<file path="src/rtl/control_transfer_unit.sv">
`timescale 1ns/1ps
`default_nettype none
// ============================================================================
// Module      : control_transfer_unit
// Description : Executes JAL, JALR and conditional branches. Target addition
//               is done on a shared ALU; traps and link writes go out on done.
// Revision    : 1.0 - initial release
// ============================================================================
module control_transfer_unit #(
    parameter int unsigned XLEN           = 32,
    parameter int unsigned REG_SELECT_LEN = 5,
    parameter bit          COMPRESSED     = 1'b0
) (
    input  logic                      clk,
    input  logic                      rst,
    input  logic                      start,
    input  logic [31:0]               instruction,
    input  logic [XLEN-1:0]           program_counter,
    input  logic [XLEN-1:0]           rs1_data,
    input  logic [XLEN-1:0]           rs2_data,
    output logic                      alu_req,
    output logic [XLEN-1:0]           alu_a,
    output logic [XLEN-1:0]           alu_b,
    output logic [2:0]                alu_op,
    output logic                      alu_signal,
    input  logic                      alu_ack,
    input  logic [XLEN-1:0]           alu_out,
    output logic                      busy,
    output logic                      done,
    output logic                      load_new_program_counter,
    output logic [XLEN-1:0]           new_program_counter,
    output logic                      reg_write,
    output logic [REG_SELECT_LEN-1:0] output_register,
    output logic [XLEN-1:0]           output_register_data,
    output logic                      misaligned,
    output logic                      illegal
);

    typedef enum logic [1:0] {
        IDLE     = 2'd0,
        ALU_WAIT = 2'd1,
        COMMIT   = 2'd2
    } state_t;

    localparam logic [6:0] C_OP_JAL    = 7'b1101111;
    localparam logic [6:0] C_OP_JALR   = 7'b1100111;
    localparam logic [6:0] C_OP_BRANCH = 7'b1100011;

    state_t                    r_state;
    logic                      r_is_jalr;
    logic                      r_is_jump;
    logic [REG_SELECT_LEN-1:0] r_rd;
    logic [XLEN-1:0]           r_link;

    logic [6:0]      w_opcode;
    logic [2:0]      w_funct3;
    logic            w_is_jal;
    logic            w_is_jalr;
    logic            w_is_branch;
    logic            w_illegal;
    logic            w_taken;
    logic [XLEN-1:0] w_imm_i;
    logic [XLEN-1:0] w_imm_j;
    logic [XLEN-1:0] w_imm_b;
    logic [XLEN-1:0] w_imm;
    logic [XLEN-1:0] w_target;
    logic            w_target_misaligned;

    assign w_opcode    = instruction[6:0];
    assign w_funct3    = instruction[14:12];
    assign w_is_jal    = (w_opcode == C_OP_JAL);
    assign w_is_jalr   = (w_opcode == C_OP_JALR) && (w_funct3 == 3'b000);
    assign w_is_branch = (w_opcode == C_OP_BRANCH) &&
                         (w_funct3 != 3'b010) && (w_funct3 != 3'b011);
    assign w_illegal   = !(w_is_jal || w_is_jalr || w_is_branch);

    assign w_imm_i = {{(XLEN-12){instruction[31]}}, instruction[31:20]};
    assign w_imm_j = {{(XLEN-21){instruction[31]}}, instruction[31], instruction[19:12],
                      instruction[20], instruction[30:21], 1'b0};
    assign w_imm_b = {{(XLEN-13){instruction[31]}}, instruction[31], instruction[7],
                      instruction[30:25], instruction[11:8], 1'b0};
    assign w_imm   = w_is_jal ? w_imm_j : (w_is_jalr ? w_imm_i : w_imm_b);

    // Branch decision is made on the operands at the sampling edge, so a
    // not-taken branch can skip the ALU entirely.
    always_comb begin
        w_taken = 1'b0;
        case (w_funct3)
            3'b000:  w_taken = (rs1_data == rs2_data);
            3'b001:  w_taken = (rs1_data != rs2_data);
            3'b100:  w_taken = ($signed(rs1_data) <  $signed(rs2_data));
            3'b101:  w_taken = ($signed(rs1_data) >= $signed(rs2_data));
            3'b110:  w_taken = (rs1_data <  rs2_data);
            3'b111:  w_taken = (rs1_data >= rs2_data);
            default: w_taken = 1'b0;
        endcase
    end

    assign w_target            = {alu_out[XLEN-1:1], alu_out[0] & ~r_is_jalr};
    assign w_target_misaligned = w_target[1] && (COMPRESSED == 1'b0);

    assign busy       = (r_state != IDLE);
    assign alu_op     = 3'b000;
    assign alu_signal = 1'b0;

    always_ff @(posedge clk or posedge rst) begin
        if (rst) begin
            r_state                  <= IDLE;
            r_is_jalr                <= 1'b0;
            r_is_jump                <= 1'b0;
            r_rd                     <= '0;
            r_link                   <= '0;
            alu_req                  <= 1'b0;
            alu_a                    <= '0;
            alu_b                    <= '0;
            done                     <= 1'b0;
            load_new_program_counter <= 1'b0;
            new_program_counter      <= '0;
            reg_write                <= 1'b0;
            output_register          <= '0;
            output_register_data     <= '0;
            misaligned               <= 1'b0;
            illegal                  <= 1'b0;
        end else begin
            case (r_state)
                IDLE: begin
                    if (start) begin
                        r_is_jalr <= w_is_jalr;
                        r_is_jump <= w_is_jal || w_is_jalr;
                        r_rd      <= REG_SELECT_LEN'(instruction[11:7]);
                        r_link    <= program_counter + XLEN'(4);
                        if (w_is_jal || w_is_jalr || (w_is_branch && w_taken)) begin
                            r_state <= ALU_WAIT;
                            alu_req <= 1'b1;
                            alu_a   <= w_is_jalr ? rs1_data : program_counter;
                            alu_b   <= w_imm;
                        end else begin
                            r_state <= COMMIT;
                            done    <= 1'b1;
                            illegal <= w_illegal;
                        end
                    end
                end
                ALU_WAIT: begin
                    if (alu_ack) begin
                        r_state <= COMMIT;
                        alu_req <= 1'b0;
                        alu_a   <= '0;
                        alu_b   <= '0;
                        done    <= 1'b1;
                        if (w_target_misaligned) begin
                            misaligned <= 1'b1;
                        end else begin
                            load_new_program_counter <= 1'b1;
                            new_program_counter      <= w_target;
                            if (r_is_jump) begin
                                output_register      <= r_rd;
                                output_register_data <= r_link;
                                reg_write            <= (r_rd != '0);
                            end
                        end
                    end
                end
                COMMIT: begin
                    r_state                  <= IDLE;
                    done                     <= 1'b0;
                    load_new_program_counter <= 1'b0;
                    new_program_counter      <= '0;
                    reg_write                <= 1'b0;
                    output_register          <= '0;
                    output_register_data     <= '0;
                    misaligned               <= 1'b0;
                    illegal                  <= 1'b0;
                end
                default: r_state <= IDLE;
            endcase
        end
    end

endmodule
`default_nettype wire

</file>
<file path="config.mk">
export PLATFORM = sky130hd
export DESIGN_NAME = control_transfer_unit
export DESIGN_NICKNAME = d
export VERILOG_FILES = /design/src/rtl/control_transfer_unit.sv
export SDC_FILE = /design/constraint.sdc
export NUM_CORES = 1
export LEC_CHECK = 0
export CORE_MARGIN = 5
export CORE_UTILIZATION = 47
export CTS_BUF_LIST = sky130_fd_sc_hd__clkbuf_8
export DETAILED_ROUTE_END_ITERATION = 12
export HOLD_SLACK_MARGIN = 0.08
export PLACE_DENSITY = 0.84
export SLEW_MARGIN = 20
export SYNTH_ARGS = -nofsm -noshare
export SYNTH_HDL_FRONTEND = slang
export SYNTH_SLANG_ARGS = --single-unit
</file>
<file path="constraint.sdc">
create_clock -name clk -period 7.4 [get_ports clk]
set_input_delay 1.11 -clock clk [delete_from_list [all_inputs] [get_ports clk]]
set_output_delay 1.11 -clock clk [all_outputs]
set_load 0.01 [all_outputs]
</file>
# [After elaboration in Yosys (flattened, before gate mapping)]
# Index checks and enable logic that the tools add are counted.
[op_classes] n_mux=47 n_lt_le_gt_ge=4 bitwise=2 n_eq_ne=21 n_reduce_logical=24 add_sub_neg=1
[op_table] operator="$mux 32" count=11
[op_table] operator="$pmux 32 s2" count=4
[op_table] operator="$ge 32x32->1" count=2
[op_table] operator="$lt 32x32->1" count=2
[op_table] operator="$add 32x3->32 const B" count=1
[op_table] operator="$eq 32x32->1" count=1
[op_table] operator="$ne 32x32->1" count=1
[op_table] operator="$eq 7x7->1 const B" count=3
[op_table] operator="$mux 20" count=1
[op_table] operator="$mux 1" count=15
[op_table] operator="$mux 5" count=3
[op_table] operator="$ne 2x2->1 const B" count=7
[op_table] operator="$eq 3x3->1 const B" count=4
[op_table] operator="$mux 12" count=1
[op_table] operator="$reduce_and 4->1" count=3
[op_table] operator="$pmux 1 s2" count=5
[op_table] operator="$pmux 5 s2" count=1
[op_table] operator="$reduce_and 3->1" count=3
[op_table] operator="$reduce_bool 2->1" count=4
[op_table] operator="$mux 2" count=3
[op_table] operator="$ne 3x2->1 const B" count=2
[op_table] operator="$pmux 1 s6" count=1
[op_table] operator="$reduce_bool 5->1" count=1
[op_table] operator="$logic_and 1x1->1" count=4
[op_table] operator="13 further kinds" count=16
[totals] out_inout_bits=144 input_bits=164 reg_bits=180

# [Longest topological paths before layout]
# Gate-level depths: netlist (run 1).
[logic_depth] word_depth=8 mapped_depth=10 depth_no_buf=9

# [Worst setup path after synthesis (run 1)]
# Ideal clock, no wire load.
[synth_timing] path_kind="input-to-reg" start="input port rs2_data[31]" end="register alu_b[5]" path_buffers=1 stages=10 setup_slack_ps=4234 t_arrival_ps=3042 setup_ps=124 t_required_ps=7276 path_cell_list="inv_1 > ha_1 > nand4_4 > nor4_4 > nand3_1 > a31oi_2 > o2111ai_2 > o211ai_4 > buf_6 > o22ai_2"
[synth_via] elab_chain_cells=6 word_cells_on_any_way=11
[synth_lines] element="start, declared" line_no="20" source="input logic [XLEN-1:0] rs2_data,"
[synth_lines] element="$ge 32x32->1, or another cell as far along" line_no="94" source="3'b111: w_taken = (rs1_data >= rs2_data);"
[synth_lines] element="$pmux 1 s6 (*)" line_no="88" source="case (w_funct3)"
[synth_lines] element="$logic_and 1x1->1 (*)" line_no="132" source="if (w_is_jal || w_is_jalr || (w_is_branch && w_taken)) begin"
[synth_lines] element="$logic_or 1x1->1 (*)" line_no="132"
[synth_lines] element="$ne 2x2->1 (no line) (*)"
[synth_lines] element="$reduce_and 4->1 (no line) (*)"
[synth_lines] element="end signal, assigned" line_no="136" source="alu_b <= w_imm;"
[synth_lines] element="end, declared" line_no="23" source="output logic [XLEN-1:0] alu_b,"
# Mark *: on every way between the ends. The rest lies on a longest branch, timed or not.
# A chain may end at the register's enable or synchronous reset.

# [Worst setup path in the final report (run 1)]
[layout_timing] start="input port rs2_data[13]" end="register alu_b[9]"
# Same word-level chain as after synthesis.

==> qor.yml, run 1 <==
synth-main-ff-cell: "dfrtp_1"
cp_data_required_time_ns: 7.70
netlist.area_leader.share_pct: 49.41
critPathLaunchType: "primary input"
drt_iter0_drc: 375
synthDistinctLibCells: 64
grtUsageTotal_pct: 24.54
core_area_mm2: 0.01790
cts_tree: "yes"
wl_per_cell_um: 19.59
synth.cell_area_mm2: 0.008508
cts_root_buffer: "clkbuf_8"
clk_pin_slew_ns: 0.10
drt-total-wl_um: 25910
synth-edff-count: 0
ys_async_sr_fraction_pct: 100.0
tightest_slew_ns: 0.9984
cts_sinks: 168
io_pins: 308
yosys.area_share.simple_pct: 11.24
ir_drop_uv: 101.6
cpMaxStageDelayCell: "nor4_1"
p_leak_nw: 5.157
final_core_util_pct: 66.57
synth_fa_ha_area_share_pct: 5.294
final_area_mm2: 0.01192
die_y_um: 144.5
pre_cts_slack_ns: 2.950
clockBufferDepth: 2
grt_overflow_total: 0
yosysWarnings: 0
synth-seq-cells: 168
grt_setup_unrepaired: "false"
grt_pass1_vias: 7315
cp.arrival_ns: 4.30
drtAntennaViolNets: 0
finalSetupTns_ns: 0
synth_compound_area_share_pct: 18.87
slew_viol_final: 0
numCtsBuffers: 17
gp_congestion: 0.9167
critPathCaptureType: "register"
hold_violations: 0
regArea_mm2: 0.004204
status: "finished, final reports clean"
io_buffer_count: 302
maxCapViolations: 0
hold_ws_ns: 0.4866
std_cell_rows: 49
clk-insertion-delay-late_ns: 0.45
synth_top_area_cell: "dfrtp_1"
htree_num_levels: 4
postSynthAreaPerCell_um2: 10.50
cpPeakStageDelay_ns: 0.59
period_share_pct: 53.97
die_w_um: 144.5
hold_buffers: 0
ctsResizeCount: 0
synth_top_family_by_area: "compound AO/OA/AOI/OAI gates"
post-route-drc-count: 0
fmax_mhz: 250.4
antenna_found_initial: 0
fin_nets: 1281
synthMuxAreaShare_pct: 5.412
hold_class: "reg -> reg"
setup_violations: 0
grt_pass1_wl_um: 39700
cts_setup_buffers: 0
hpwl_um: 19860
crit_chain: "clkdlybuf4s50_1, inv_1, ha_1, nand4_2, nor4_1, nand3_1, a31oi_2, o2111ai_2, o211ai_4, buf_4, o22ai_1"
num_antenna_cells: 0
vias: 7236
syn_inst: 810
critical_path_class: "in -> reg"
grt_max_degree: 109
dieArea_mm2: 0.02089
fin_skew_ns: 0.02198
synthTopCellsByArea: "dfrtp_1 (49%), a22o_1 (7.0%), ha_1 (5.3%)"
syn2layout_area_growth_pct: 40.07
fin_cells: 1323
first_pass_iters: 7
drive_above_1_share_pct: 6.764
period_minus_slack_ns: 3.994
postPlaceCellArea_mm2: 0.01152
slew_headroom_pct: 32.02
dpl.cell_count: 1291
viasPerCell: 5.469
synth.yosys.seq_area_share_pct: 49.41
fillers: 1403
multiInputGateArea_mm2: 0.003759
initial_core_util_pct: 47.53
synth_xor_area_share_pct: 2.882
cp_max_fo: 53
finalWorstSetupSlack_ns: 3.406
power_density_mw_per_mm2: 194.9
power_mw: 2.323
==> path summary, 6_finish.rpt <==
path / cells past startpoint / slack (ns) / start / to
worst max-delay path: 11 / 3.41 / rs2_data[13] / alu_b[9]$_DFFE_PP0P_
worst min-delay path: 2 / 0.49 / r_is_jump$_DFFE_PP0P_ / r_is_jump$_DFFE_PP0P_
worst max register to register: 6 / 4.63 / r_state[1]$_DFFE_PP0P_ / output_register_data[27]$_DFFE_PP0P_
worst min register to register: 2 / 0.49 / r_is_jump$_DFFE_PP0P_ / r_is_jump$_DFFE_PP0P_
max in group asynchronous: 3 / 4.82 / rst / alu_b[30]$_DFFE_PP0P_
min in group asynchronous: 2 / 1.21 / rst / output_register_data[2]$_DFFE_PP0P_
==> critical path, delay by kind of cell <==
kind	cells	cell delay [ns]
buffers and inverters	3	1.08
and+or+nand+nor	3	0.92
AOI/OAI and AO/OA	4	0.85
adders and majority gates	1	0.31
==> where the power goes <==
group,internal (mW),leakage [nW],switching (mW)
combinational,0.259,2.70,0.305
sequential,1.05,2.27,0.0748
clock,0.253,0.191,0.385
==> registers in the layout, summed over array words and instances, names as in the netlist <==
| name | cells |
|---|---|
| alu_a | 32 |
| alu_b | 21 |
| alu_req | 1 |
| done | 1 |
| illegal | 1 |
| load_new_program_counter | 1 |
| misaligned | 1 |
| new_program_counter | 31 |
| output_register | 5 |
| output_register_data | 32 |
| r_is_jalr | 1 |
| r_is_jump | 1 |
| r_link | 32 |
| r_rd | 5 |
| r_state | 2 |
| reg_write | 1 |
==> layout make-up <==
class                      count  share of cell area [%]
clock buffer                  17                   1.963
multi-input combinational    534                   31.54
tap                          229                   2.404
timing repair buffer         310                   25.87
clock inverter                15                   1.333
inverter                      50                   1.617
sequential                   168                   35.28
==> layout by cell type (no fill, tap or decap), types with 9 or more instances in the layout <==
cell type        instances
a21oi_1                 26
a22o_1                  68
clkbuf_8                17
clkdlybuf4s50_1        302
dfrtp_1                168
ha_1                    36
inv_1                   49
mux2i_1                 36
nand2_1                111
nand3_1                 22
nand4_1                  9
nor2_1                  21
o21ai_0                 41
o22ai_1                 48
xnor2_1                 11
xor2_1                  17
==> routing by layer <==
| layer | up-vias | track usage (%) | part of all wire, % |
|---|---|---|---|
| li1 | 3428 | - | - |
| met1 | 3469 | 31.94 | 41 |
| met2 | 294 | 41.28 | 49 |
| met3 | 45 | 5.060 | 7.5 |
| met4 | 0 | 7.806 | 2.5 |
| met5 | - | 0 | 0 |
==> cells by family after synthesis <==
family,after synthesis
xor gates and xnor gates,28
other,1
muxes,45
and+or+nand+nor,198
buffers and inverters,112
adders and majority gates,36
DFF,168
AOI/OAI and AO/OA,222
==> synth_stat cells, drive strengths merged, types with 2 or more instances <==
library cell / n
o2111ai: 3
buf: 34
o2bb2ai: 2
xor2: 17
nor4b: 3
o211ai: 3
nor4: 3
and3: 7
mux2: 8
nor3: 3
mux2i: 37
ha: 36
a31oi: 3
nand2b: 4
nand3: 23
nor2b: 2
nand2: 112
a21oi: 27
o21a: 2
nor2: 21
nand4: 11
and2: 5
xnor2: 11
o22ai: 54
clkbuf: 28
dfrtp: 168
a22o: 68
a21o: 2
o21ai: 45
inv: 50
Power figures use the tool's default switching activity.
==> run 2, diff against run 1 <==
--- a/config.mk
+++ b/config.mk
@@ -6,11 +6,11 @@
 export NUM_CORES = 1
 export LEC_CHECK = 0
 export CORE_MARGIN = 5
-export CORE_UTILIZATION = 47
+export CORE_UTILIZATION = 42
 export CTS_BUF_LIST = sky130_fd_sc_hd__clkbuf_8
 export DETAILED_ROUTE_END_ITERATION = 12
 export HOLD_SLACK_MARGIN = 0.08
-export PLACE_DENSITY = 0.84
+export PLACE_DENSITY = 0.79
 export SLEW_MARGIN = 20
 export SYNTH_ARGS = -nofsm -noshare
 export SYNTH_HDL_FRONTEND = slang
==> constraint.sdc (replaced) <==
create_clock -name clk -period 3.2 [get_ports clk]
set_input_delay 0.48 -clock clk [delete_from_list [all_inputs] [get_ports clk]]
set_output_delay 0.48 -clock clk [all_outputs]
set_load 0.01 [all_outputs]
==> qor.yml, run 2 (synthesis results as in run 1) <==
gp_congestion: 0.9194
drt_iter0_drc: 394
initial_core_util_pct: 42.32
dieArea_mm2: 0.02320
numCtsBuffers: 17
fin_nets: 1317
cp_max_fo: 24
grtUsageTotal_pct: 23.06
viasPerCell: 5.310
clk_pin_slew_ns: 0.09
wl_per_cell_um: 19.31
clockBufferDepth: 2
die_y_um: 152.3
clk-insertion-delay-late_ns: 0.45
grt_setup_unrepaired: "false"
period_minus_slack_ns: 2.921
cp_data_required_time_ns: 3.51
grt_max_degree: 112
final_cell_mix: "clkdlybuf4s50_1 (302), dfrtp_1 (168), nand2_1 (111), a22o_1 (68), inv_1 (49)"
p_leak_nw: 5.352
ctsResizeCount: 0
critical_path_class: "in -> reg"
fin_cells: 1402
fin_skew_ns: 0.01822
hold_class: "reg -> reg"
hpwl_um: 21220
finalWorstSetupSlack_ns: 0.2792
maxCapViolations: 0
drtAntennaViolNets: 0
postPlaceCellArea_mm2: 0.01192
drt-total-wl_um: 27080
cts_sinks: 168
std_cell_rows: 52
largestRegisters: "alu_a x32, output_register_data x32, r_link x32"
cts_tree: "yes"
fillers: 1642
final_area_mm2: 0.01230
ir_drop_uv: 230.0
first_pass_iters: 5
grt_pass1_vias: 7523
die_w_um: 152.3
power_density_mw_per_mm2: 438.8
pre_cts_slack_ns: -0.1855
grt_pass1_wl_um: 42590
io_pins: 308
htree_num_levels: 4
cp.arrival_ns: 3.23
dpl.cell_count: 1368
cts_root_buffer: "clkbuf_8"
antenna_found_initial: 1
vias: 7444
cts_setup_buffers: 0
io_buffer_count: 302
final_core_util_pct: 61.18
core_area_mm2: 0.02010
slew_headroom_pct: 31.81
fmax_mhz: 342.4
critPathLaunchType: "primary input"
syn2layout_area_growth_pct: 44.56
hold_violations: 0
tightest_slew_ns: 1.001
finalSetupTns_ns: 0
setup_violations: 0
status: "finished, final reports clean"
final_common_cell: "clkdlybuf4s50_1"
hold_buffers: 0
critPathCaptureType: "register"
grt_overflow_total: 0
slew_viol_final: 0
post-route-drc-count: 0
period_share_pct: 91.28
drive_above_1_share_pct: 9.646
[run 2: cell count changes in the layout (fill, tap and decap cells not counted), moves of 2 or more]
| cell | previous run | this run |
|---|---|---|
| buf_4 | 8 | 38 |
| clkinv_8 | 3 | 0 |
| diode_2 | 0 | 2 |
| inv_6 | 3 | 5 |
| buf_12 | 0 | 6 |
[run 2: cell type report]
type	instances	area, µm²	share of cell area [%]
repair buffers	346	3428	27.87
multi-input cells	534	3757	30.55
well taps	270	337.8	2.747
inverters	50	191.4	1.556
flip-flops and latches	168	4204	34.18
clock inverters	14	127.6	1.038
clock buffers	18	247.7	2.014
diodes	2	5.005	0.04069
[run 2: worst max-delay path, stage by stage]
cell and delay, ns:
clkdlybuf4s50_1 0.46, inv_1 0.04, ha_1 0.28, nor2b_1 0.14, o211ai_1 0.23, a2111oi_2 0.11, buf_4 0.16, o311ai_0 0.48
a31oi_1 0.15, buf_4 0.17, a21oi_4 0.22, buf_12 0.21, o22ai_1 0.10
[run 2: layer usage]
| metal | GRT usage (%) | part of all wire (%) | vias up |
|---|---|---|---|
| met5 | 0 | 0 | - |
| met4 | 9.760 | 4.0 | 0 |
| met3 | 5.567 | 6.5 | 61 |
| met2 | 37.49 | 47 | 286 |
| met1 | 29.56 | 43 | 3596 |
| li1 | - | - | 3501 |
[run 2: where the power goes]
| group | internal, mW | total (mW) | switching (mW) |
|---|---|---|---|
| registers | 2.42 | 2.60 | 0.185 |
| clock network | 0.595 | 1.46 | 0.866 |
| logic | 0.618 | 1.33 | 0.715 |
| total | 3.63 | 5.40 | 1.77 |
[run 2: metrics by stage]
step	hold WS (ns)	total power, mW
after floorplan	0.4413	3.338
after global placement	0.4536	3.927
after detailed placement	0.4618	3.979
after CTS	0.4834	5.440
after global routing	0.4972	5.711
final	0.4796	5.397
[run 2: worst paths after layout]
kind                                         from                                   end  slack, ns  cells past startpoint
min in group asynchronous                     rst  output_register_data[16]$_DFFE_PP0P_       0.53                      3
setup reg to reg           r_state[1]$_DFFE_PP0P_  output_register_data[20]$_DFFE_PP0P_       0.41                      6
hold reg to reg             r_is_jump$_DFFE_PP0P_                 r_is_jump$_DFFE_PP0P_       0.48                      2
hold / removal              r_is_jump$_DFFE_PP0P_                 r_is_jump$_DFFE_PP0P_       0.48                      2
setup / recovery                      rs2_data[1]                  alu_a[0]$_DFFE_PP0P_       0.28                     13
max in group asynchronous                     rst                 alu_b[30]$_DFFE_PP0P_       2.05                      3
==> run 3, diff against run 2 <==
--- a/config.mk
+++ b/config.mk
@@ -5,6 +5,7 @@
 export SDC_FILE = /design/constraint.sdc
 export NUM_CORES = 1
 export LEC_CHECK = 0
+export CAP_MARGIN = 5
 export CORE_MARGIN = 5
 export CORE_UTILIZATION = 42
 export CTS_BUF_LIST = sky130_fd_sc_hd__clkbuf_8
==> results of run 3 <==
The final DEF is identical to that of run 2; final timing and power are the same.
==> RTL change 1, RTL diff (config.mk and constraints of run 2) <==
Put one more register stage on the output `new_program_counter`, with the module's reset. The value now appears one clock later. The other outputs are not delayed to match.
--- a/src/rtl/control_transfer_unit.sv
+++ b/src/rtl/control_transfer_unit.sv
@@ -45,6 +45,8 @@
     localparam logic [6:0] C_OP_JAL    = 7'b1101111;
     localparam logic [6:0] C_OP_JALR   = 7'b1100111;
     localparam logic [6:0] C_OP_BRANCH = 7'b1100011;
+
+    logic [XLEN-1:0] new_program_counter_s0;
 
     state_t                    r_state;
     logic                      r_is_jalr;
@@ -115,7 +117,7 @@
             alu_b                    <= '0;
             done                     <= 1'b0;
             load_new_program_counter <= 1'b0;
-            new_program_counter      <= '0;
+            new_program_counter_s0   <= '0;
             reg_write                <= 1'b0;
             output_register          <= '0;
             output_register_data     <= '0;
@@ -152,7 +154,7 @@
                             misaligned <= 1'b1;
                         end else begin
                             load_new_program_counter <= 1'b1;
-                            new_program_counter      <= w_target;
+                            new_program_counter_s0   <= w_target;
                             if (r_is_jump) begin
                                 output_register      <= r_rd;
                                 output_register_data <= r_link;
@@ -165,7 +167,7 @@
                     r_state                  <= IDLE;
                     done                     <= 1'b0;
                     load_new_program_counter <= 1'b0;
-                    new_program_counter      <= '0;
+                    new_program_counter_s0   <= '0;
                     reg_write                <= 1'b0;
                     output_register          <= '0;
                     output_register_data     <= '0;
@@ -177,6 +179,14 @@
         end
     end
 
+    always_ff @(posedge clk or posedge rst) begin
+        if (rst) begin
+            new_program_counter <= '0;
+        end else begin
+            new_program_counter <= new_program_counter_s0;
+        end
+    end
+
 endmodule
 `default_nettype wire
 
Check against the original RTL: not equivalent (a bounded check fails within 4 cycles, from zero or initial values and one cycle with rst high).
==> RTL change 1 against run 2 <==
  * The flow now finishes with violations (negative setup slack)
  * Area after synthesis increased by 8.0%
  * Final area is 11% higher
  * Core utilization grew 1.5 points
  * Count of clock-buffer cells in the layout decreased by 1
  * Combinational power grew 5%
  * Maximum frequency fell by 8.9%
  * Setup slack worse by 290 ps
  * Total power grew 9.6%
  * Sequential cell count increased by 31
  * Sequential power up 15%
  * First-iteration DRC count is 12% lower
  * Critical path depth decreased by 2
  * Routed wire length rose by 3.0%
  * Critical path type unchanged
==> RTL change 1: results (changes against run 2) <==
- Complex-gate fraction of the synthesized area: 19.87% (+1.0 points)
- Setup crit end: alu_a[3]$_DFFE_PP0P_
- The leakage power came to 0.005931 µW (+11%).
- The relative area of non-clock buffer cells in the final design came to 27.70% (-0.18 points).
- The reported clock group power is 1540 µW (+5%).
- Multi-Input Combinational: 474 (-11%)
- Flip-flop and latch share of the layout cell area: 36.62% (+2.4 points)
* Met2 wire len: 13,480 µm (+6.0%)
* Cells after DPL: 1,356 (-0.88%)
* Total cell area at the placement stage: 12,840 µm² (+7.7%)
- The number of cells in the finished layout apart from fillers is 1,401 (-0.071%).
- Outcome: complete, but fails checks
* Layout Cell Area excl Fill: 13,600 µm² (+11%)
* Multiplexer share of the synthesized area: 5.173% (-0.24 points)
* Failing checks: negative setup slack
- The final worst setup slack was -6.050 ps (-285.2 ps).
* Post-synthesis share of cell area spent on xor and xnor gates: 2.859% (-0.024 points)
* Layout clock buffers: 17 (-1)
* Worst Min Path Start: new_program_counter_s0[21]$_DFFE_PP0P_
* Setup Slack @ Placement: -590.8 ps (-405.3 ps)
- The sequential area share after synthesis came to 54.18% (+4.8 points).
* Average cell area after synthesis: 11.97 µm² (+14%)
* Reg2Reg Setup Slack: 780 ps (+370 ps)
* Number of cells on the worst reg-to-reg path: 7 (+1)
- The overall via count from detail_route is 7,329 (-1.5%).
* Vias in the first global route: 7,359 (-2.2%)
- The final wirelength was 27,890 µm (+3.0%).
- Netlist cell types: 52 (-19%)
- The global routing met2 resource utilization was 33.62% (-3.9 points).
* Global-route wire length before repair: 41,090 µm (-3.5%)
- The clock-pin slew of the registers on the worst-case setup and hold paths came to 110 ps (+20 ps).
- The final number of setup-violating endpoints is 2 (+2).
- The headroom to the max-slew limit is 56.24% (+24 points).
* Buffer count excluding the clock tree in the final layout: 371 (+7.2%)
- The global routing usage on met3 is 4.620% (-0.95 points).
==> RTL change 1: changes by cell type after synthesis, moves of 8 or more <==
cell | run 2 | this run
sky130_fd_sc_hd__nand2_1 | 112 | 57
sky130_fd_sc_hd__o22ai_1 | 48 | 1
sky130_fd_sc_hd__o2bb2ai_2 | 0 | 40
sky130_fd_sc_hd__dfrtp_1 | 168 | 199
sky130_fd_sc_hd__a22o_1 | 68 | 76
==> RTL change 1: worst max-delay path: stages <==
cell,delay [ps]
sky130_fd_sc_hd__clkdlybuf4s50_1,470
sky130_fd_sc_hd__ha_1,330
sky130_fd_sc_hd__nand4_1,270
sky130_fd_sc_hd__a211oi_1,90
sky130_fd_sc_hd__or4_4,540
sky130_fd_sc_hd__a21oi_2,170
sky130_fd_sc_hd__mux2_4,180
sky130_fd_sc_hd__nor2_2,50
sky130_fd_sc_hd__or4_4,620
sky130_fd_sc_hd__clkbuf_16,220
sky130_fd_sc_hd__o2bb2ai_2,130
==> RTL change 2, RTL diff (config.mk and constraints of run 2) <==
Made on the original files. `XLEN`: 32 -> 48.
--- a/src/rtl/control_transfer_unit.sv
+++ b/src/rtl/control_transfer_unit.sv
@@ -7,7 +7,7 @@
 // Revision    : 1.0 - initial release
 // ============================================================================
 module control_transfer_unit #(
-    parameter int unsigned XLEN           = 32,
+    parameter int unsigned XLEN           = 48,
     parameter int unsigned REG_SELECT_LEN = 5,
     parameter bit          COMPRESSED     = 1'b0
 ) (
Ports: changed (8 resized); port bits go from 308 to 436. No check against the original RTL was run, so the function may have changed too.
==> RTL change 2 against run 2 <==
  * The flow now finishes with violations (negative setup slack)
  * Core utilization grew 7.8 points
  * Routed wire length grew 61%
  * Final area grew 55%
  * Clock power grew 83%
  * Sequential cell count grew 64
  * Combinational power grew 56%
  * Non-clock buffer count grew 217
  * Area after synthesis grew 37%
  * Register-to-register slack gained 430 ps
  * Total power grew 55%
  * Setup slack lost 310 ps
  * Cell count grew 46%
  * Synthesized cell count grew 39%
  * Largest cell class is now multi-input gates
  * Largest power group unchanged
==> RTL change 2: results (changes against run 2) <==
- The fraction of power consumed by sequential logic was 43.3% (-4.9 points).
- The sequential area share after synthesis is 49.89% (+0.48 points).
- Following the worst setup path forward leads to its endpoint at alu_a[45]$_DFFE_PP0P_.
* WP data arrival: 3690 ps (+460 ps)
- In this run the most critical hold path is launched from rs1_data[35].
* Grt met2 use: 44.05% (+6.6 points)
- GRT met1 Usage: 31.16% (+1.6 points)
- Number of H-tree levels: 2 (-2)
- I/O Buffers: 430 (+42%)
- Clock insertion delay at the later pin of the skew report: 530 ps (+80 ps)
* Max Clock Skew: 25.71 ps (+7.481 ps)
- On the critical path, the stage with the largest delay is an instance of sky130_fd_sc_hd__or3_4.
- The number of gates resized after CTS is 179 (+179).
- The flow ran to the end, but the final reports show violations.
- Failing checks: negative setup slack
- The first-pass GRT wire length is 63,110 µm (+48%).
- Source of the critical timing path: rs1_data[10]
- Overall fraction of global-route tracks in use: 25.60% (+2.5 points)
- The largest fanout on the critical path came to 8 (-67%).
* Area occupied by registers: 5806 µm² (+38%)
- Peak VDD IR: 255.2 µV (+11%)
- The headroom to the max-slew limit came to 44.96% (+13 points).
- Initial antenna violation count: 6 (+5)
* Total cell area at the placement stage: 16,990 µm² (+43%)
- The overall via count from detail_route came to 11,057 (+49%).
* Router iterations before antenna repair: 7 (+2)
* Number of diodes: 6 (+4)
- Count of filler cells inserted in the layout: 2,048 (+25%)
- Leakage power: 0.008910 µW (+66%)
- The reported clock group power is 2670 µW (+83%).
- For hold timing, the worst endpoint is alu_a[35]$_DFFE_PP0P_.
* Clock-pin slew on the worst setup and hold paths: 60 ps (-30 ps)
- The post-synthesis cell type count was 53 (-17%).
* Met1 WL: 16,970 µm (+47%)
- Multi-Input Combinational: 730 (+37%)
* Layout clock buffers: 45 (+27)
- The violation count after the first detailed-routing iteration came to 518 (+31%).
* Class of the most critical hold timing path: in2reg
* Layout inverter count without the clock tree: 71 (+42%)
* Most frequent cells after synthesis: 232 x sky130_fd_sc_hd__dfrtp_1, 99 x sky130_fd_sc_hd__a22o_1, 95 x sky130_fd_sc_hd__nand3_1
* Maximum buffer depth of the clock tree: 3 (+1)
- Reg2Reg Setup Slack: 840 ps (+430 ps)
* Largest net degree at the start of global routing: 53 (-53%)
- Number of sinks on the clock net: 232 (+38%)
- The final worst setup slack came to -31.72 ps (-310.9 ps).
- Gate count of the mapped netlist: 1,126 (+39%)
* Met2 wire len: 21,430 µm (+69%)
* Area fraction of clock buffers and clock inverters: 4.087% (+1.0 points)
* Total core area: 27,550 µm² (+37%)
- NonClk Buf Share: 29.45% (+1.6 points)
* RR Endpoint: output_register_data[1]$_DFFE_PP0P_
* Switching Share: 31.16% (-1.6 points)
- Setup Slack @ Placement: -974.0 ps (-788.4 ps)
- Layout Cell Area excl Fill: 19,010 µm² (+55%)
- The final number of setup-violating endpoints came to 18 (+18).
- Count of nets after finishing: 1,918 (+46%)
- The summed negative setup slack over all endpoints was -201.6 ps (-201.6 ps).
-- RTL change 2: changes by cell type in the layout (fill, tap and decap cells not counted), moves of 40 or more --
| cell | run 2 | this run |
|---|---|---|
| sky130_fd_sc_hd__buf_4 | 38 | 103 |
| sky130_fd_sc_hd__dfrtp_1 | 168 | 232 |
| sky130_fd_sc_hd__nand3_1 | 22 | 72 |
| sky130_fd_sc_hd__o22ai_1 | 48 | 0 |
| sky130_fd_sc_hd__dlygate4sd2_1 | 0 | 44 |
| sky130_fd_sc_hd__o21ai_2 | 0 | 40 |
-- RTL change 2: cells by family after synthesis --
logic type                 share of synthesized area [%]
AOI/OAI and AO/OA                                  16.65
and+or+nand+nor                                    11.57
DFF                                                49.89
buffers and inverters                              6.946
muxes                                              5.936
adders and majority gates                          5.591
xor gates and xnor gates                           3.387
other                                            0.03223
